`config.mk`:
```
export PLATFORM = sky130hd
export DESIGN_NAME = trigger_event
export DESIGN_NICKNAME = d
export VERILOG_FILES = /design/src/rtl/trigger_event.sv
export SDC_FILE = /design/constraint.sdc
export NUM_CORES = 1
export LEC_CHECK = 0
export ABC_AREA = 1
export CAP_MARGIN = 20
export CORE_MARGIN = 2
export CORE_UTILIZATION = 35
export DETAILED_ROUTE_END_ITERATION = 10
export HOLD_SLACK_MARGIN = 0.1
export PLACE_DENSITY = 0.81
export SYNTH_ARGS = -nofsm -noshare
export SYNTH_HDL_FRONTEND = slang
export SYNTH_SLANG_ARGS = --single-unit
```
`constraint.sdc`:
```
create_clock -name clk -period 1.61 [get_ports clk]
set_clock_uncertainty 0.2 [all_clocks]
set_input_delay 0.483 -clock clk [delete_from_list [all_inputs] [get_ports clk]]
set_output_delay 0.483 -clock clk [all_outputs]
set_load 0.005 [all_outputs]
```
`src/rtl/trigger_event.sv`:
```
// Sample-stream trigger: compares each sample against a masked value and tags it with a clear/inc/dec event.
// Define TRIGGER_EVENT_EDGE_EN to add match rising/falling-edge conditions.
module trigger_event #(
  parameter int SDW = 32
) (
  input  logic           clk,
  input  logic           rst,
  input  logic [SDW-1:0] cfg_mask,
  input  logic [SDW-1:0] cfg_val,
  input  logic [1:0]     cfg_clr,
  input  logic [1:0]     cfg_inc,
  input  logic [1:0]     cfg_dec,
  input  logic           sti_valid,
  output logic           sti_ready,
  input  logic [SDW-1:0] sti_data,
  output logic           sto_valid,
  input  logic           sto_ready,
  output logic [SDW-1:0] sto_data,
  output logic [1:0]     sto_tevent
);

  localparam logic [1:0] SEL_NONE  = 2'b00;
  localparam logic [1:0] SEL_LEVEL = 2'b01;
  localparam logic [1:0] SEL_RISE  = 2'b10;

  localparam logic [1:0] EV_NONE = 2'b00;
  localparam logic [1:0] EV_CLR  = 2'b01;
  localparam logic [1:0] EV_INC  = 2'b10;
  localparam logic [1:0] EV_DEC  = 2'b11;

  function automatic logic sel_hit(input logic [1:0] sel, input logic lvl,
                                   input logic rise, input logic fall);
    case (sel)
      SEL_NONE:  sel_hit = 1'b0;
      SEL_LEVEL: sel_hit = lvl;
      SEL_RISE:  sel_hit = rise;
      default:   sel_hit = fall;
    endcase
  endfunction

  function automatic logic [1:0] prio_encode(input logic clr, input logic inc,
                                             input logic dec);
    if (clr)      prio_encode = EV_CLR;
    else if (inc) prio_encode = EV_INC;
    else if (dec) prio_encode = EV_DEC;
    else          prio_encode = EV_NONE;
  endfunction

  logic       sti_t;
  logic       match_p0;
  logic       rise_p0;
  logic       fall_p0;
  logic [1:0] tevent_p0;

  assign sti_ready = ~sto_valid | sto_ready;
  assign sti_t     = sti_valid & sti_ready;
  assign match_p0  = ((sti_data ^ cfg_val) & cfg_mask) == '0;

`ifdef TRIGGER_EVENT_EDGE_EN
  logic prv_match;
  logic prv_vld;

  assign rise_p0 = match_p0 & ~prv_match & prv_vld;
  assign fall_p0 = ~match_p0 & prv_match & prv_vld;

  // Match history advances only on accepted samples, so stalls never corrupt edges.
  always_ff @(posedge clk or negedge rst) begin
    if (!rst) begin
      prv_match <= 1'b0;
      prv_vld   <= 1'b0;
    end else if (sti_t) begin
      prv_match <= match_p0;
      prv_vld   <= 1'b1;
    end
  end
`else
  assign rise_p0 = 1'b0;
  assign fall_p0 = 1'b0;
`endif

  assign tevent_p0 = prio_encode(sel_hit(cfg_clr, match_p0, rise_p0, fall_p0),
                                 sel_hit(cfg_inc, match_p0, rise_p0, fall_p0),
                                 sel_hit(cfg_dec, match_p0, rise_p0, fall_p0));

  // Output register stage
  always_ff @(posedge clk or negedge rst) begin
    if (!rst) begin
      sto_valid  <= 1'b0;
      sto_data   <= '0;
      sto_tevent <= EV_NONE;
    end else begin
      if (sti_t) begin
        sto_data   <= sti_data;
        sto_tevent <= tevent_p0;
        sto_valid  <= 1'b1;
      end else if (sto_ready) begin
        sto_valid  <= 1'b0;
      end
    end
  end

endmodule
```
==> impl_metrics.csv, run 1 <==
group,metric,value,unit
power,leakage,2.38,nW
floorplanning,die_x,79.9,um
synthesis,synth_top_area_share,43.5,%
min_path,worst_hold_path.num_cells,3,
detailed_routing,routed_wire_length_per_instance,12.2,um
timing,slew_violations,0,
timing,period_utilization,98.3,%
final_layout,fillerInstances,445,
power,p_comb_share,35.2,%
floorplanning,floorplan.die_area,0.00638,mm^2
job,cap_violations,0,
place,detailed_place_hpwl,5100,um
detailed_routing,drt-met1-wl,2680,um
synthesis,main_combinational_cell_family_by_area_after_synthesis,"simple AND/OR/NAND/NOR gates",
detailed_routing,drt_drc_violations_left,0,
synthesis,synthSimpleGateAreaFrac,37.2,%
synthesis,ys_dominant_reg_cell,"sky130_fd_sc_hd__dfrtp_1",
synthesis,postSynth.asyncResetShare,100,%
global_routing,grt_pass1_vias,2696,
worst_setup_path,cpLargestDelayFamily,"simple AND/OR/NAND/NOR gates",
worst_setup_path,timing_worst_setup_path_type,"in2reg",
synthesis,synth_seq_cells,35,
final_layout,regArea,876,um^2
power,power.switching_fraction,28.2,%
final_layout,stdcell_area,0.00415,mm^2
global_routing,grt_util_all_layers,22.6,%
synthesis,synth.net_count,415,
synthesis,synth.area.mux_share,0,%
timing,max_freq,632,MHz
clocking,cts-buffers-inserted,5,
timing,final-setup-viol-count,0,
synthesis,ys_warn_count,0,
synthesis,synth_seq_area_share,43.5,%
power,switching_power,0.000762,W
synthesis,postSynthAreaPerCell,6.52,um^2
synthesis,yosys.cell_types.count,16,
timing,totalNegativeSetupSlack,0,ns
timing,timing_hold_violations_final,0,
clocking,worst_skew_pair.late_latency,0.28,ns
clocking,htree_num_levels,2,
detailed_routing,highest-signal-layer,"met4",
floorplanning,die-height,79.9,um
global_routing,grt_max_degree,36,
worst_setup_path,cpPeakStageDelay,0.17,ns
synthesis,synth_top_cells_by_area,"sky130_fd_sc_hd__dfrtp_1, sky130_fd_sc_hd__nand2_1, sky130_fd_sc_hd__inv_1, sky130_fd_sc_hd__nand3_1, sky130_fd_sc_hd__o21ai_0",
detailed_routing,first_iter_violations,76,
clocking,buffers_from_clock_root_to_sink_at_most,2,
synthesis,yosysTopAreaCell,"sky130_fd_sc_hd__dfrtp_1",
global_routing,antenna_found_initial,0,
timing,transition_time_at_the_pin_with_the_least_slew_margin,0.211,ns
synthesis,synth-edff-count,0,
detailed_routing,wl_met2,4110,um
power,power.sequential.fraction,39.2,%
detailed_routing,antenna_viol_nets_final,0,
worst_setup_path,cpMaxStageDelayCell,"sky130_fd_sc_hd__clkdlybuf4s15_1",
clocking,ctsRootBufferMaster,"sky130_fd_sc_hd__clkbuf_8",
synthesis,synth.cell_area,0.00202,mm^2
worst_setup_path,critPathRequiredTime,1.62,ns
synthesis,synthMostInstantiatedCell,"sky130_fd_sc_hd__nand2_1",
synthesis,netlist_instances,309,
final_layout,multi_input_comb_area,998,um^2
timing,final_period_minus_worst_setup_slack,1.58,ns
power,peak_supply_drop,0.456,mV
power,clock_power_share,25.7,%
final_layout,num_antenna_cells,0,
place,routability_congestion,0.772,
worst_setup_path,reg2regPathDepth,7,
worst_setup_path,cp.depth,11,
worst_setup_path,critical_path_peak_fanout,3,
final_layout,syn_to_final_growth,106,%
global_routing,grt_overflow,0,
synthesis,post_synthesis_adder_cell_area_fraction,0,%
final_layout,design.final.nets,648,
clocking,clkSlewWorstSetupHoldPaths,0.07,ns
worst_setup_path,worstSetupStartpointType,"input port",
clocking,tritoncts,"yes",
clocking,clkSinkCount,35,
final_layout,layout-drive-gt1-share,34.4,%
synthesis,synth.cells.most_frequent,"sky130_fd_sc_hd__nand2_1, sky130_fd_sc_hd__inv_1, sky130_fd_sc_hd__dfrtp_1, sky130_fd_sc_hd__nand3_1, sky130_fd_sc_hd__o21ai_0",
floorplanning,start_util,36.4,%
power,ratio_of_total_power_to_cell_area,652,mW/mm^2
worst_setup_path,timing.critical_path.arrival,1.59,ns
place,postPlaceCellArea,0.00373,mm^2
floorplanning,top_level_ports,142,
detailed_routing,dr_total_vias,2760,
place,numPortBuffers,141,
floorplanning,rows,27,
timing,rsz0062_at_grt,"yes",
worst_setup_path,endpoint_kind,"flip-flop",
detailed_routing,iteration_count_of_the_initial_detailed_routing_pass,4,
synthesis,synth-xor-area-share,0,%
floorplanning,core-area,0.00554,mm^2
detailed_routing,vias_per_cell,4.49,
status,status,"finished, final reports clean",
power,cellInternalPower,0.00194,W
final_layout,finalCoreUtilization,74.8,%
detailed_routing,wirelength,7510,um
synthesis,synth_compound_gate_area_share,7.57,%
worst_setup_path,critPathBufInv,3,
detailed_routing,met3_length,642,um
power,design_power_total,0.00270,W
min_path,timing.hold.worst.class,"in2reg",
global_routing,grt_pass1_wl,11400,um
worst_setup_path,crit_chain,"clkdlybuf4s15_1, inv_1, nand2_1, nand3_1, o21ai_1, nor2_1, nand2_1, nor2_4, buf_4, o211ai_1, o21ai_1",
timing,relSlewSlack,85.9,%
==> final timing paths <==
| check | start | to | slack (ns) |
|---|---|---|---|
| setup / recovery | sti_data[3] | sto_tevent[1] | 0.03 |
| hold / removal | sti_data[13] | sto_data[13] | 0.19 |
| setup reg to reg | sto_valid | sto_data[5] | 0.13 |
| hold reg to reg | sto_data[9] | sto_data[9] | 0.28 |
| max in group asynchronous | rst | sto_data[1] | 0.53 |
| min in group asynchronous | rst | sto_data[14] | 0.49 |
==> sequential cells by signal (all words and copies together), names as in the netlist <==
register / count
sto_data: 32
sto_tevent: 2
sto_valid: 1
==> through the flow <==
step	setup WS, ns	instances	hold slack (ns)
5_1_grt	-0.0716	615	0.188
2_1_floorplan	0.0529	309	-0.0126
4_1_cts	-0.0344	602	0.181
3_3_place_gp	-0.603	543	0.261
3_5_place_dp	-0.615	543	0.257
6_report	0.0279	615	0.185
==> cell families after synthesis <==
logic type | Yosys count
simple gates | 183
buf+inv | 61
flops | 35
compound gates | 30
==> worst register-to-register path: stages (launching register included) <==
cell and delay, ns:
sky130_fd_sc_hd__dfrtp_1 0.37, sky130_fd_sc_hd__nand2_1 0.07, sky130_fd_sc_hd__buf_4 0.13, sky130_fd_sc_hd__buf_4 0.13, sky130_fd_sc_hd__nand2_2 0.14, sky130_fd_sc_hd__buf_12 0.20, sky130_fd_sc_hd__nand2_1 0.07, sky130_fd_sc_hd__o21ai_0 0.08
==> placed cells by master, fill, tap and decap left out, types with 5 or more instances in the layout <==
master,count
sky130_fd_sc_hd__nor2_2,5
sky130_fd_sc_hd__nand2_1,120
sky130_fd_sc_hd__nand3_2,11
sky130_fd_sc_hd__clkdlybuf4s15_1,50
sky130_fd_sc_hd__inv_2,12
sky130_fd_sc_hd__buf_4,87
sky130_fd_sc_hd__o21ai_0,18
sky130_fd_sc_hd__clkdlybuf4s50_1,7
sky130_fd_sc_hd__nor2_1,13
sky130_fd_sc_hd__clkbuf_8,7
sky130_fd_sc_hd__nand2_2,8
sky130_fd_sc_hd__nand3_1,20
sky130_fd_sc_hd__o21ai_1,9
sky130_fd_sc_hd__buf_2,8
sky130_fd_sc_hd__inv_1,42
sky130_fd_sc_hd__clkbuf_2,39
sky130_fd_sc_hd__dfrtp_1,35
sky130_fd_sc_hd__dlygate4sd2_1,31
==> power groups by stage <==
stage | clock (W) | combinational (W) | sequential, W
global placement | 0 | 0.000896 | 0.00107
global route | 0.000749 | 0.00105 | 0.00107
detailed placement | 0 | 0.000917 | 0.00107
finish | 0.000693 | 0.000950 | 0.00106
floorplan | 0 | 0.000243 | 0.00108
CTS | 0.000711 | 0.000902 | 0.00106
==> layout make-up <==
cell class                      count  area share, %
Multi-Input combinational cell    213           24.1
Timing Repair Buffer              232           45.2
Sequential cell                    35           21.1
Clock buffer                        8           2.41
Tap cell                           72           2.17
Inverter                           55           5.04
==> repair_timing <==
item                                    CTS  global route
resized for setup                       204           123
setup buffers                            50            13
hold endpoints to repair                 35             0
pin swaps                                67            57
hold buffers                              1             0
endpoints found under the setup margin   48            18
==> layer usage <==
layer | up-vias | track usage (%)
li1 | 1413 | -
met2 | 92 | 44.4
met4 | 0 | 4.92
met3 | 8 | 8.14
met5 | - | 0
met1 | 1247 | 22.2
Power figures use the tool's default switching activity.
==> run 2: changes to the inputs <==
Settings changed: CELL_PAD_IN_SITES_DETAIL_PLACEMENT from default to 1, CELL_PAD_IN_SITES_GLOBAL_PLACEMENT from default to 2, CORE_MARGIN 2 to default, CORE_UTILIZATION 35 to 16, PLACE_DENSITY 0.81 to default, PLACE_DENSITY_LB_ADDON from default to 0.1.
==> run 2 against run 1 <==
Hold slack improved by 0.093 ns. Clock power rose by 29%. Final area rose by 9.0%. Critical path type unchanged.
==> impl_metrics.csv, run 2 (same netlist as run 1, synthesis figures left out) <==
group,metric,value,unit
detailed_routing,iteration_count_of_the_initial_detailed_routing_pass,4,
clocking,clkSinkCount,35,
global_routing,grt_overflow,0,
power,peak_supply_drop,0.327,mV
power,ratio_of_total_power_to_cell_area,646,mW/mm^2
detailed_routing,antenna_viol_nets_final,0,
timing,period_utilization,99.2,%
clocking,worst_skew_pair.late_latency,0.27,ns
floorplanning,rows,40,
detailed_routing,first_iter_violations,43,
floorplanning,die_x,114,um
floorplanning,top_level_ports,142,
final_layout,layout-drive-gt1-share,32.7,%
timing,slew_violations,0,
worst_setup_path,reg2regPathDepth,5,
final_layout,register_with_the_most_flip_flops,"sto_data",
timing,rsz0062_at_grt,"yes",
timing,max_freq,626,MHz
detailed_routing,vias_per_cell,3.85,
worst_setup_path,critical_path_peak_fanout,2,
clocking,ctsRootBufferMaster,"sky130_fd_sc_hd__clkbuf_16",
floorplanning,die-height,114,um
place,detailed_place_hpwl,6110,um
timing,transition_time_at_the_pin_with_the_least_slew_margin,0.349,ns
clocking,tritoncts,"yes",
timing,final_period_minus_worst_setup_slack,1.60,ns
floorplanning,start_util,16.6,%
final_layout,design.final.nets,657,
power,design_power_total,0.00292,W
global_routing,grt_pass1_wl,12900,um
detailed_routing,routed_wire_length_per_instance,11.3,um
detailed_routing,dr_total_vias,2762,
global_routing,grt_util_all_layers,12.5,%
worst_setup_path,critPathRequiredTime,1.61,ns
global_routing,grt_max_degree,27,
final_layout,layout.cells.most_common_list,"sky130_fd_sc_hd__nand2_1, sky130_fd_sc_hd__buf_4, sky130_fd_sc_hd__clkdlybuf4s15_1",
worst_setup_path,worstSetupStartpointType,"input port",
final_layout,flip_flop_count_of_the_largest_register_all_copies_and_words_added,32,
final_layout,layout_top_registers,"sto_data x32, sto_tevent x2, sto_valid x1",
status,status,"finished, final reports clean",
floorplanning,core-area,0.0122,mm^2
final_layout,final_cell_count_without_fillers,718,
timing,relSlewSlack,76.7,%
place,routability_congestion,0.688,
worst_setup_path,timing_worst_setup_path_type,"in2reg",
worst_setup_path,timing.critical_path.arrival,1.60,ns
clocking,clkSlewWorstSetupHoldPaths,0.05,ns
timing,final-setup-viol-count,0,
min_path,worst_hold_path.num_cells,2,
floorplanning,floorplan.die_area,0.0131,mm^2
final_layout,fillerInstances,1505,
place,cells_after_dpl,649,
min_path,timing.hold.worst.class,"reg2reg",
global_routing,antenna_found_initial,0,
clocking,buffers_from_clock_root_to_sink_at_most,2,
detailed_routing,drt_drc_violations_left,0,
clocking,htree_num_levels,2,
worst_setup_path,endpoint_kind,"flip-flop",
job,cap_violations,0,
clocking,cts-buffers-inserted,5,
final_layout,syn_to_final_growth,124,%
power,leakage,2.42,nW
timing,timing_hold_violations_final,0,
final_layout,commonest_non_fill_non_tap_cell_in_the_layout,"sky130_fd_sc_hd__nand2_1",
final_layout,num_antenna_cells,0,
detailed_routing,wirelength,8090,um
global_routing,grt_pass1_vias,2873,
place,numPortBuffers,141,
[run 2: changes by cell type in the layout (fill, tap and decap cells not counted), moves of 3 or more]
cell / change
sky130_fd_sc_hd__nor2_1: -6
sky130_fd_sc_hd__o21ai_2: +3
sky130_fd_sc_hd__clkbuf_8: -7
sky130_fd_sc_hd__dlymetal6s2s_1: -4
sky130_fd_sc_hd__clkbuf_2: -30
sky130_fd_sc_hd__inv_2: +3
sky130_fd_sc_hd__inv_1: -3
sky130_fd_sc_hd__buf_4: +9
sky130_fd_sc_hd__clkdlybuf4s15_1: +22
sky130_fd_sc_hd__nand2_2: +4
sky130_fd_sc_hd__dlygate4sd2_1: +11
sky130_fd_sc_hd__clkbuf_16: +5
sky130_fd_sc_hd__nand2_1: -4
sky130_fd_sc_hd__nor2_2: +6
[run 2: timing repair]
item	4_1_cts	5_1_grt
endpoints found under the setup margin	69	14
resized for setup	213	96
hold buffers	1	0
pin swaps	69	55
endpoints found under the hold margin	12	0
cloned	0	0
buffers inserted	55	7
[run 2: final cells by class]
cell class | count | area (um^2) | area share, %
repair buffers | 241 | 2070 | 45.7
multi-input cells | 213 | 1030 | 22.8
flip-flops and latches | 35 | 876 | 19.4
well taps | 168 | 210 | 4.65
inverters | 55 | 209 | 4.62
clock buffers | 6 | 129 | 2.85
[run 2: through the flow]
stage	cell area, um^2	util (%)	setup TNS [ns]	hold WS (ns)	setup slack (ns)
after floorplan	2020	-	0	-0.0126	0.0529
after global placement	3910	32.2	-12.61	0.214	-0.612
after detailed placement	3910	32.2	-12.49	0.217	-0.607
after CTS	4350	35.8	-0.0315	0.285	-0.0315
after global routing	4520	37.2	-0.184	0.300	-0.0882
final	4520	37.2	0	0.278	0.0129
[run 2: worst paths after layout]
| kind | start | to | slack [ns] |
|---|---|---|---|
| max | sti_data[14] | sto_tevent[0] | 0.01 |
| min | sto_data[9] | sto_data[9] | 0.28 |
| max reg2reg | sto_valid | sto_data[19] | 0.20 |
| min reg2reg | sto_data[9] | sto_data[9] | 0.28 |
| max in group asynchronous | rst | sto_data[5] | 0.28 |
| min in group asynchronous | rst | sto_data[25] | 0.47 |
[run 2: critical path, cell delays in order]
cell and delay, ns:
sky130_fd_sc_hd__clkdlybuf4s15_1 0.19, sky130_fd_sc_hd__inv_2 0.07, sky130_fd_sc_hd__nand2_2 0.05, sky130_fd_sc_hd__nand3_2 0.06
sky130_fd_sc_hd__o21ai_2 0.06, sky130_fd_sc_hd__nor2_2 0.13, sky130_fd_sc_hd__nand2_2 0.08, sky130_fd_sc_hd__nor2_4 0.11
sky130_fd_sc_hd__buf_6 0.11, sky130_fd_sc_hd__nand3_2 0.07, sky130_fd_sc_hd__nand2_2 0.07, sky130_fd_sc_hd__nor2_2 0.04
sky130_fd_sc_hd__nor2_1 0.07
[run 2: routing by layer]
metal | track usage, % | vias to the layer above | share of wire [%]
met5 | 0 | - | 0
met4 | 2.34 | 0 | 0.49
met3 | 4.08 | 4 | 7.8
met2 | 23.4 | 78 | 52
met1 | 13.7 | 1262 | 39
li1 | - | 1418 | -
[run 2: power by group]
| part | leakage [nW] | internal [W] | switching (W) |
|---|---|---|---|
| Combinational | 1.92 | 0.000568 | 0.000397 |
| Clock | 0.0628 | 0.000556 | 0.000338 |
| Sequential | 0.430 | 0.000998 | 0.0000634 |
==> run 3: changes to the inputs <==
Settings changed: CORE_UTILIZATION 16 to 18, CTS_CLUSTER_SIZE from default to 40.
Clock period 1.61 ns to 2 ns, I/O delays scaled along.
==> run 3 against run 2 <==
Hold slack barely moved. Sequential power decreased by 20%. Register-to-register slack improved by 0.18 ns. Critical path depth down 12. Wire length decreased by 11%. Highest routed layer unchanged. Utilization grew 1.3 points. Critical endpoint is now sto_data[24]. Via count decreased by 8.1%. Largest power group unchanged. Final area down 7.4%. Clock-buffer cell count is 2 higher.
==> impl_metrics.csv, run 3 (same netlist as run 1, synthesis figures left out) <==
group,metric,value,unit
status,status,"finished, final reports clean",
floorplanning,core-area,0.0109,mm^2
detailed_routing,drt_drc_violations_left,0,
power,leakage,2.51,nW
job,cap_violations,0,
min_path,timing.hold.worst.class,"reg2reg",
floorplanning,top_level_ports,142,
detailed_routing,iteration_count_of_the_initial_detailed_routing_pass,4,
final_layout,commonest_non_fill_non_tap_cell_in_the_layout,"sky130_fd_sc_hd__nand2_1",
detailed_routing,routed_wire_length_per_instance,11.4,um
worst_setup_path,cpLargestDelayFamily,"buffers and inverters",
final_layout,regArea,876,um^2
detailed_routing,dr_total_vias,2538,
clocking,clkSinkCount,35,
timing,setup_ws,0.0366,ns
timing,rsz0062_at_grt,"yes",
final_layout,layout_top_registers,"sto_data x32, sto_tevent x2, sto_valid x1",
timing,relSlewSlack,73.1,%
final_layout,layout.cells.most_common_list,"sky130_fd_sc_hd__nand2_1, sky130_fd_sc_hd__clkdlybuf4s50_1, sky130_fd_sc_hd__dlymetal6s2s_1",
worst_setup_path,endpoint_kind,"output port",
detailed_routing,wirelength,7240,um
timing,final_period_minus_worst_setup_slack,1.96,ns
global_routing,grt_max_degree,24,
detailed_routing,vias_per_cell,4.00,
final_layout,num_antenna_cells,0,
clocking,ctsRootBufferMaster,"sky130_fd_sc_hd__clkbuf_8",
final_layout,flip_flop_count_of_the_largest_register_all_copies_and_words_added,32,
worst_setup_path,cpPeakStageDelay,0.53,ns
global_routing,antenna_found_initial,0,
worst_setup_path,critical_path_peak_fanout,2,
worst_setup_path,cpMaxStageDelayCell,"sky130_fd_sc_hd__clkdlybuf4s50_1",
final_layout,design.final.nets,600,
final_layout,multi_input_comb_area,937,um^2
clocking,cts-buffers-inserted,5,
power,peak_supply_drop,0.245,mV
timing,transition_time_at_the_pin_with_the_least_slew_margin,0.404,ns
final_layout,syn_to_final_growth,108,%
clocking,worst_skew_pair.late_latency,0.28,ns
timing,timing_hold_violations_final,0,
power,ratio_of_total_power_to_cell_area,518,mW/mm^2
final_layout,layout-drive-gt1-share,16.0,%
timing,final-setup-viol-count,0,
final_layout,register_with_the_most_flip_flops,"sto_data",
final_layout,fillerInstances,1343,
floorplanning,die-height,108,um
clocking,buffers_from_clock_root_to_sink_at_most,2,
timing,slew_violations,0,
global_routing,grt_util_all_layers,12.7,%
worst_setup_path,timing_worst_setup_path_type,"reg2out",
detailed_routing,antenna_viol_nets_final,0,
place,routability_congestion,0.689,
floorplanning,die_x,108,um
worst_setup_path,worstSetupStartpointType,"flip-flop",
worst_setup_path,critPathBufInv,1,
final_layout,finalCoreUtilization,38.5,%
floorplanning,start_util,18.5,%
floorplanning,floorplan.die_area,0.0116,mm^2
clocking,clkSlewWorstSetupHoldPaths,0.07,ns
clocking,tritoncts,"yes",
global_routing,grt_pass1_wl,11600,um
worst_setup_path,timing.critical_path.arrival,1.16,ns
place,numPortBuffers,141,
floorplanning,rows,38,
timing,max_freq,509,MHz
place,detailed_place_hpwl,6160,um
worst_setup_path,critPathRequiredTime,1.20,ns
timing,totalNegativeSetupSlack,0,ns
global_routing,grt_overflow,0,
timing,period_utilization,98.2,%
worst_setup_path,crit_chain,"clkdlybuf4s50_1",
clocking,htree_num_levels,2,
detailed_routing,first_iter_violations,41,
global_routing,grt_pass1_vias,2599,
place,dp_worst_setup_slack,-0.462,ns
run 3: cell count changes in the layout (fill, tap and decap cells not counted), sizes merged:
cell | before | now
buf | 109 | 44
clkbuf | 15 | 8
clkdlybuf4s15 | 73 | 0
clkdlybuf4s50 | 7 | 82
dlygate4sd2 | 42 | 8
dlymetal6s2s | 0 | 49
run 3: repair_timing:
| action | in CTS | in global routing |
|---|---|---|
| endpoints found under the hold margin | 15 | 0 |
| hold buffers | 1 | 0 |
| setup buffers | 3 | 2 |
| cloned | 0 | 0 |
| setup endpoints to repair | 3 | 21 |
| pin swaps | 10 | 16 |
| resized for setup | 14 | 69 |
run 3: worst paths after layout:
check,startpoint,end,slack (ns),cells past startpoint
max,sto_data[24],sto_data[24],0.04,1
min,sto_data[8],sto_data[8],0.28,2
max reg2reg,sto_valid,sto_data[19],0.38,7
min reg2reg,sto_data[8],sto_data[8],0.28,2
max in group asynchronous,rst,sto_tevent[1],0.55,3
min in group asynchronous,rst,sto_data[22],0.60,2
run 3: worst register-to-register path, cell delays in order (launching register included):
cell,delay (ns)
sky130_fd_sc_hd__dfrtp_1,0.36
sky130_fd_sc_hd__nand2_1,0.08
sky130_fd_sc_hd__buf_4,0.13
sky130_fd_sc_hd__buf_4,0.12
sky130_fd_sc_hd__buf_4,0.13
sky130_fd_sc_hd__nand2_2,0.18
sky130_fd_sc_hd__buf_4,0.21
sky130_fd_sc_hd__o21ai_0,0.09
run 3: final cells by class:
| cell class | instances | share of cell area [%] |
|---|---|---|
| Clock buffer | 8 | 2.39 |
| Inverter | 55 | 4.99 |
| Multi-Input combinational cell | 213 | 22.4 |
| Sequential cell | 35 | 20.9 |
| Tap cell | 140 | 4.18 |
| Timing Repair Buffer | 184 | 45.1 |
run 3: power breakdown:
part / internal [W] / switching (W) / leakage [nW]
sequential: 0.000802 / 0.0000473 / 0.430
clock: 0.000315 / 0.000251 / 0.0515
combinational: 0.000469 / 0.000287 / 2.03
total: 0.00159 / 0.000585 / 2.51
run 3: per-stage QoR:
stage / instances / hold WS, ns / total power (W) / area, um^2
6_report: 635 / 0.278 / 0.00217 / 4190
4_1_cts: 633 / 0.288 / 0.00223 / 4020
5_1_grt: 635 / 0.305 / 0.00232 / 4190
3_5_place_dp: 621 / 0.269 / 0.00165 / 3900
2_1_floorplan: 309 / 0.104 / 0.00107 / 2020
3_3_place_gp: 621 / 0.264 / 0.00163 / 3900
run 3: routing by layer:
layer	GRT usage [%]	vias up	share of wire [%]
met5	0	-	0
met4	2.35	0	0.40
met3	4.06	5	7.4
met2	23.3	74	51
met1	14.3	1156	41
li1	-	1303	-
